`config.mk`:
```
export PLATFORM = sky130hd
export DESIGN_NAME = genome_loader
export DESIGN_NICKNAME = d
export VERILOG_FILES = /design/src/rtl/genome_loader_pkg.sv /design/src/rtl/genome_loader.sv
export SDC_FILE = /design/constraint.sdc
export NUM_CORES = 1
export LEC_CHECK = 0
export CORE_AREA = 4 4 136 138
export CTS_BUF_LIST = sky130_fd_sc_hd__clkbuf_8
export DETAILED_ROUTE_END_ITERATION = 12
export DIE_AREA = 0 0 140 142
export GPL_ROUTABILITY_DRIVEN = 0
export PLACE_DENSITY = 0.75
export SLEW_MARGIN = 25
export SYNTH_ARGS = -nofsm -noshare
export SYNTH_HDL_FRONTEND = slang
export SYNTH_SLANG_ARGS = --single-unit
```
`constraint.sdc`:
```
create_clock -name clk -period 4.8 [get_ports clk]
set_input_delay 1.44 -clock clk [delete_from_list [all_inputs] [get_ports clk]]
set_output_delay 1.44 -clock clk [all_outputs]
set_load 0.05 [all_outputs]
```
`src/rtl/genome_loader_pkg.sv`:
```
// genome_loader_pkg -- shared types and constants for the genome loader.
//
// Contents:
//   state_t        : loader FSM states (IDLE, LD_CTRL, LD_G1, LD_G2, RUN, HOLD)
//   WR_SEL/WR_CTRL/WR_G1/WR_G2 : selection-engine write-mode encodings
//   state_wr_mode  : write mode driven to the engine while in a given state
//   cnt_width      : counter width needed to count 0 .. limit-1
package genome_loader_pkg;

  typedef enum logic [2:0] {
    ST_IDLE    = 3'd0,
    ST_LD_CTRL = 3'd1,
    ST_LD_G1   = 3'd2,
    ST_LD_G2   = 3'd3,
    ST_RUN     = 3'd4,
    ST_HOLD    = 3'd5
  } state_t;

  localparam logic [1:0] WR_SEL  = 2'b00;
  localparam logic [1:0] WR_CTRL = 2'b01;
  localparam logic [1:0] WR_G1   = 2'b10;
  localparam logic [1:0] WR_G2   = 2'b11;

  // Only the three load states write into the engine; every other state
  // leaves it in select/run mode.
  function automatic logic [1:0] state_wr_mode(input state_t st);
    case (st)
      ST_LD_CTRL: return WR_CTRL;
      ST_LD_G1:   return WR_G1;
      ST_LD_G2:   return WR_G2;
      default:    return WR_SEL;
    endcase
  endfunction

  function automatic int cnt_width(input int limit);
    return (limit < 2) ? 1 : $clog2(limit);
  endfunction

endpackage

```
`src/rtl/genome_loader.sv`:
```
// genome_loader -- sequences one selection-engine operation per request:
// writes the control word, fetches two parent genomes from genome memory
// and streams them into the engine, waits for the engine to finish and
// holds the result until it is consumed.
//
// Ports:
//   clk, rst                       : clock, synchronous active-high reset
//   req_valid/req_ready            : request handshake (ready only in IDLE)
//   req_ctrl, req_addr1, req_addr2 : control word and parent genome addresses
//   mem_rd_en/mem_rd_addr          : genome memory read request
//   mem_rd_data                    : read data, valid 1 cycle after mem_rd_en
//   pe_wr_mode, pe_data_in         : write port into the selection engine
//   pe_data_out, pe_done           : engine result and completion strobe
//   res_valid/res_ready            : result handshake
//   res_data, res_timeout          : result word and watchdog flag
//
// Optional build macro GLOADER_TIMEOUT_EN: adds a RUN watchdog that forces
// a zero result with res_timeout=1 after TIMEOUT_CYC cycles without
// pe_done. Without it RUN waits indefinitely and res_timeout is tied 0.
module genome_loader
  import genome_loader_pkg::*;
#(
  parameter int WORD_SZ     = 64,
  parameter int ADDR_W      = 8,
  parameter int TIMEOUT_CYC = 1024
) (
  input  logic               clk,
  input  logic               rst,
  input  logic               req_valid,
  output logic               req_ready,
  input  logic [WORD_SZ-1:0] req_ctrl,
  input  logic [ADDR_W-1:0]  req_addr1,
  input  logic [ADDR_W-1:0]  req_addr2,
  output logic               mem_rd_en,
  output logic [ADDR_W-1:0]  mem_rd_addr,
  input  logic [WORD_SZ-1:0] mem_rd_data,
  output logic [1:0]         pe_wr_mode,
  output logic [WORD_SZ-1:0] pe_data_in,
  input  logic [WORD_SZ-1:0] pe_data_out,
  input  logic               pe_done,
  output logic               res_valid,
  input  logic               res_ready,
  output logic [WORD_SZ-1:0] res_data,
  output logic               res_timeout
);

  state_t state_reg;
  state_t state_next;

  logic [WORD_SZ-1:0] ctrl_reg;
  logic [ADDR_W-1:0]  addr1_reg;
  logic [ADDR_W-1:0]  addr2_reg;
  logic [WORD_SZ-1:0] res_data_reg;
  logic               accept;
  logic               timeout_hit;

  assign accept = (state_reg == ST_IDLE) && req_valid;

`ifdef GLOADER_TIMEOUT_EN
  localparam int CNT_W = cnt_width(TIMEOUT_CYC);
  localparam logic [CNT_W-1:0] CNT_LAST = CNT_W'(TIMEOUT_CYC - 1);

  logic [CNT_W-1:0] run_cnt_reg;
  logic             res_timeout_reg;

  // run_cnt_reg is 0 on the first RUN cycle, so reaching CNT_LAST without
  // pe_done means TIMEOUT_CYC RUN cycles have elapsed.
  assign timeout_hit = (state_reg == ST_RUN) && (run_cnt_reg == CNT_LAST) && !pe_done;

  always_ff @(posedge clk) begin
    if (rst) begin
      run_cnt_reg <= '0;
    end else if (state_reg != ST_RUN) begin
      run_cnt_reg <= '0;
    end else if (run_cnt_reg != CNT_LAST) begin
      run_cnt_reg <= run_cnt_reg + 1'b1;
    end
  end

  always_ff @(posedge clk) begin
    if (rst) begin
      res_timeout_reg <= 1'b0;
    end else if (state_reg == ST_RUN) begin
      if (pe_done) begin
        res_timeout_reg <= 1'b0;
      end else if (timeout_hit) begin
        res_timeout_reg <= 1'b1;
      end
    end
  end

  assign res_timeout = res_timeout_reg;
`else
  assign timeout_hit = 1'b0;
  assign res_timeout = 1'b0;
`endif

  // State register
  always_ff @(posedge clk) begin
    if (rst) begin
      state_reg <= ST_IDLE;
    end else begin
      state_reg <= state_next;
    end
  end

  // Next-state logic. pe_done only matters in RUN; elsewhere it is ignored.
  always_comb begin
    state_next = state_reg;
    case (state_reg)
      ST_IDLE:    if (req_valid) state_next = ST_LD_CTRL;
      ST_LD_CTRL: state_next = ST_LD_G1;
      ST_LD_G1:   state_next = ST_LD_G2;
      ST_LD_G2:   state_next = ST_RUN;
      ST_RUN:     if (pe_done || timeout_hit) state_next = ST_HOLD;
      // Leaving HOLD goes to IDLE first, so a request can never be taken
      // in the same cycle the result is consumed.
      ST_HOLD:    if (res_ready) state_next = ST_IDLE;
      default:    state_next = ST_IDLE;
    endcase
  end

  // Outputs decoded from state. Memory reads are issued one state ahead of
  // the state that forwards the data, matching the 1-cycle read latency.
  always_comb begin
    req_ready   = 1'b0;
    res_valid   = 1'b0;
    pe_wr_mode  = state_wr_mode(state_reg);
    pe_data_in  = '0;
    mem_rd_en   = 1'b0;
    mem_rd_addr = '0;
    case (state_reg)
      ST_IDLE: req_ready = 1'b1;
      ST_LD_CTRL: begin
        pe_data_in  = ctrl_reg;
        mem_rd_en   = 1'b1;
        mem_rd_addr = addr1_reg;
      end
      ST_LD_G1: begin
        pe_data_in  = mem_rd_data;
        mem_rd_en   = 1'b1;
        mem_rd_addr = addr2_reg;
      end
      ST_LD_G2: pe_data_in = mem_rd_data;
      ST_HOLD:  res_valid = 1'b1;
      default: ;
    endcase
  end

  // Request capture
  always_ff @(posedge clk) begin
    if (rst) begin
      ctrl_reg  <= '0;
      addr1_reg <= '0;
      addr2_reg <= '0;
    end else if (accept) begin
      ctrl_reg  <= req_ctrl;
      addr1_reg <= req_addr1;
      addr2_reg <= req_addr2;
    end
  end

  // Result capture; untouched outside RUN so it stays stable through HOLD.
  always_ff @(posedge clk) begin
    if (rst) begin
      res_data_reg <= '0;
    end else if (state_reg == ST_RUN) begin
      if (pe_done) begin
        res_data_reg <= pe_data_out;
      end else if (timeout_hit) begin
        res_data_reg <= '0;
      end
    end
  end

  assign res_data = res_data_reg;

endmodule
```
==> reports/qor.yml <==
final_layout:
  final_cell_mix: "clkdlybuf4s50_1, nand2_1, dfxtp_1, a21oi_1, a22o_1"
  fillers: 1574
  synthToLayoutAreaGrowth_pct: 64.9
  fin_nets: 1276
  drive_gt1_share_pct: 4.38
  layout_commonest_cell: "clkdlybuf4s50_1"
drt:
  drc: 0
  detail_route.iter0.violations: 241
  detail-route-antenna-nets: 0
  postRouteWirelength_um: 21400
  wire_per_inst_um: 16.4
  vias_per_cell: 4.84
  first_pass_iters: 4
  dr_total_vias: 6290
power_and_ir_drop:
  power.switching_uw: 914
  ir_drop_uv: 162
  p_int_uw: 2110
  switching_share_pct: 30.3
  power_density_mw_per_mm2: 305
  p_clk_share_pct: 31.6
  pwr-share-comb_pct: 24.8
  leakage_uw: 0.00352
  pwr-share-seq_pct: 43.6
yosys:
  seq_area_frac_synth_pct: 49.0
  syn-num-nets: 964
  ys_types: 22
  ys_ff_latch: 147
  syn_avg_cell_area_um2: 7.99
  yosysWarnings: 0
  synthesis.area_mm2: 0.00600
  synth_cells: 751
cts:
  post_cts_buffers: 0
  clk_latency_ns: 0.44
  cts_buffer_depth: 2
  cts_htree_levels: 4
  hold_buffers: 0
  cts_made_buffers: 17
  clkTransAtPathRegs_ns: 0.07
  root_buffer: "clkbuf_8"
  tritoncts: "built"
  cts_resized: 0
  cts.sinks: 147
sta:
  min_period_over_period_pct: 91.6
  hold-worst-slack_ns: 0.453
  skew_ns: 0.00903
  final_max_slew_viol_count: 0
  min_period_ns: 4.40
  rsz0062_at_grt: "false"
  hold_violations: 0
  finalSetupTns_ns: 0
  tightestPinTransition_ns: 0.985
  fmax_mhz: 227
  setup_viol: 0
  slew_headroom_pct: 34.2
global_route:
  use_met1_pct: 21.4
  grt_usage_pct: 20.2
  grt_pass1_wl_um: 31500
  antenna_found_initial: 2
  grt_max_degree: 81
  met3_usage_pct: 10.1
  grtUsageMet2_pct: 34.4
  grt_overflow: 0
  grt_busiest_layer: "met2"
  grt_pass1_vias: 5953
floorplanning:
  die-width_um: 140
  start_util_pct: 35.0
  die_y_um: 142
  core-area_mm2: 0.0172
  die_area_mm2: 0.0199
  ios: 355
  rows: 48
placed_design:
  dp_hpwl_um: 15400
  port-buffer-count: 353
run_status:
  status: "completed"
worst_setup_path:
  path_max_fanout: 17
  critPathRequiredTime_ns: 3.36
  critPathLaunchType: "flop"
  critPathKind: "reg2out"
  arrival_ns: 2.96
  cp-end-kind: "output port"
hold_path:
  hold_path.class: "reg2reg"
flow_run:
  maxCapViolations: 0
## critical path, stage by stage, from the launching register on
cell and delay [ns]:
dfxtp_1 0.62, nor2b_4 0.60, buf_4 0.30, a22o_1 0.18
clkdlybuf4s50_1 0.81
## metrics by stage
stage	power [uW]	instances	cell area, um^2	utilization, %	setup WS (ns)
after CTS	3070	1297	9890	57.6	0.344
final	3020	1299	9900	57.6	0.404
after global routing	3160	1298	9890	57.6	0.231
after floorplan	1790	751	6000	-	1.51
after global placement	2100	1269	9520	55.4	0.482
after detailed placement	2100	1269	9520	55.4	0.488
## final timing paths
| path | start | endpoint | slack, ns | cells after the start |
|---|---|---|---|---|
| setup / recovery | state_reg[1] | pe_data_in[60] | 0.40 | 4 |
| hold / removal | res_data[7] | res_data[7] | 0.45 | 2 |
| setup reg to reg | state_reg[2] | res_data[27] | 2.48 | 3 |
| hold reg to reg | res_data[7] | res_data[7] | 0.45 | 2 |
## power by group through the flow
stage / combinational [uW] / sequential (uW) / clock (uW)
after floorplan: 443 / 1340 / 0
after global placement: 751 / 1340 / 0
after detailed placement: 756 / 1350 / 0
after CTS: 758 / 1320 / 993
after global routing: 798 / 1320 / 1040
final: 749 / 1320 / 956
## cells in the mapped netlist (all sizes together)
library cell | count | area, um^2
nand2 | 289 | 1080
dfxtp | 147 | 2940
a21oi | 145 | 726
a22o | 64 | 561
buf | 38 | 323
clkbuf | 30 | 113
nor2 | 10 | 37.5
a22oi | 9 | 67.6
nor2b | 7 | 43.8
o21ai | 2 | 10.0
and2 | 1 | 6.26
and2b | 1 | 7.51
conb | 1 | 3.75
nand4bb | 1 | 11.3
nor3 | 1 | 5.00
nor3b | 1 | 7.51
nor4b | 1 | 23.8
nor4bb | 1 | 10.0
o21ba | 1 | 10.0
or4b | 1 | 10.0
## cell families (layout without fill, tap and decap cells)
logic type	Yosys count	count (layout)	share of synthesized area, %
AND/OR/NAND/NOR	314	314	20.8
other	1	3	0.0625
AO/OA/AOI/OAI	221	221	22.9
flip-flops	147	147	49.0
buffers and inverters	68	389	7.25
## metal layers
metal,wire length (um),up-vias
li1,-,3138
met1,8020,2843
met2,10300,270
met3,2430,39
met4,578,0
met5,0,-
## area by class of cell
class	instances	area, um^2	share of cell area [%]
Timing Repair Buffer	361	3620	36.6
Sequential cell	147	2940	29.7
Multi-Input combinational cell	536	2670	27.0
Tap cell	225	282	2.84
Clock buffer	17	234	2.36
Clock inverter	11	143	1.44
Antenna cell	2	5.00	0.0506
Power figures use the tool's default switching activity.
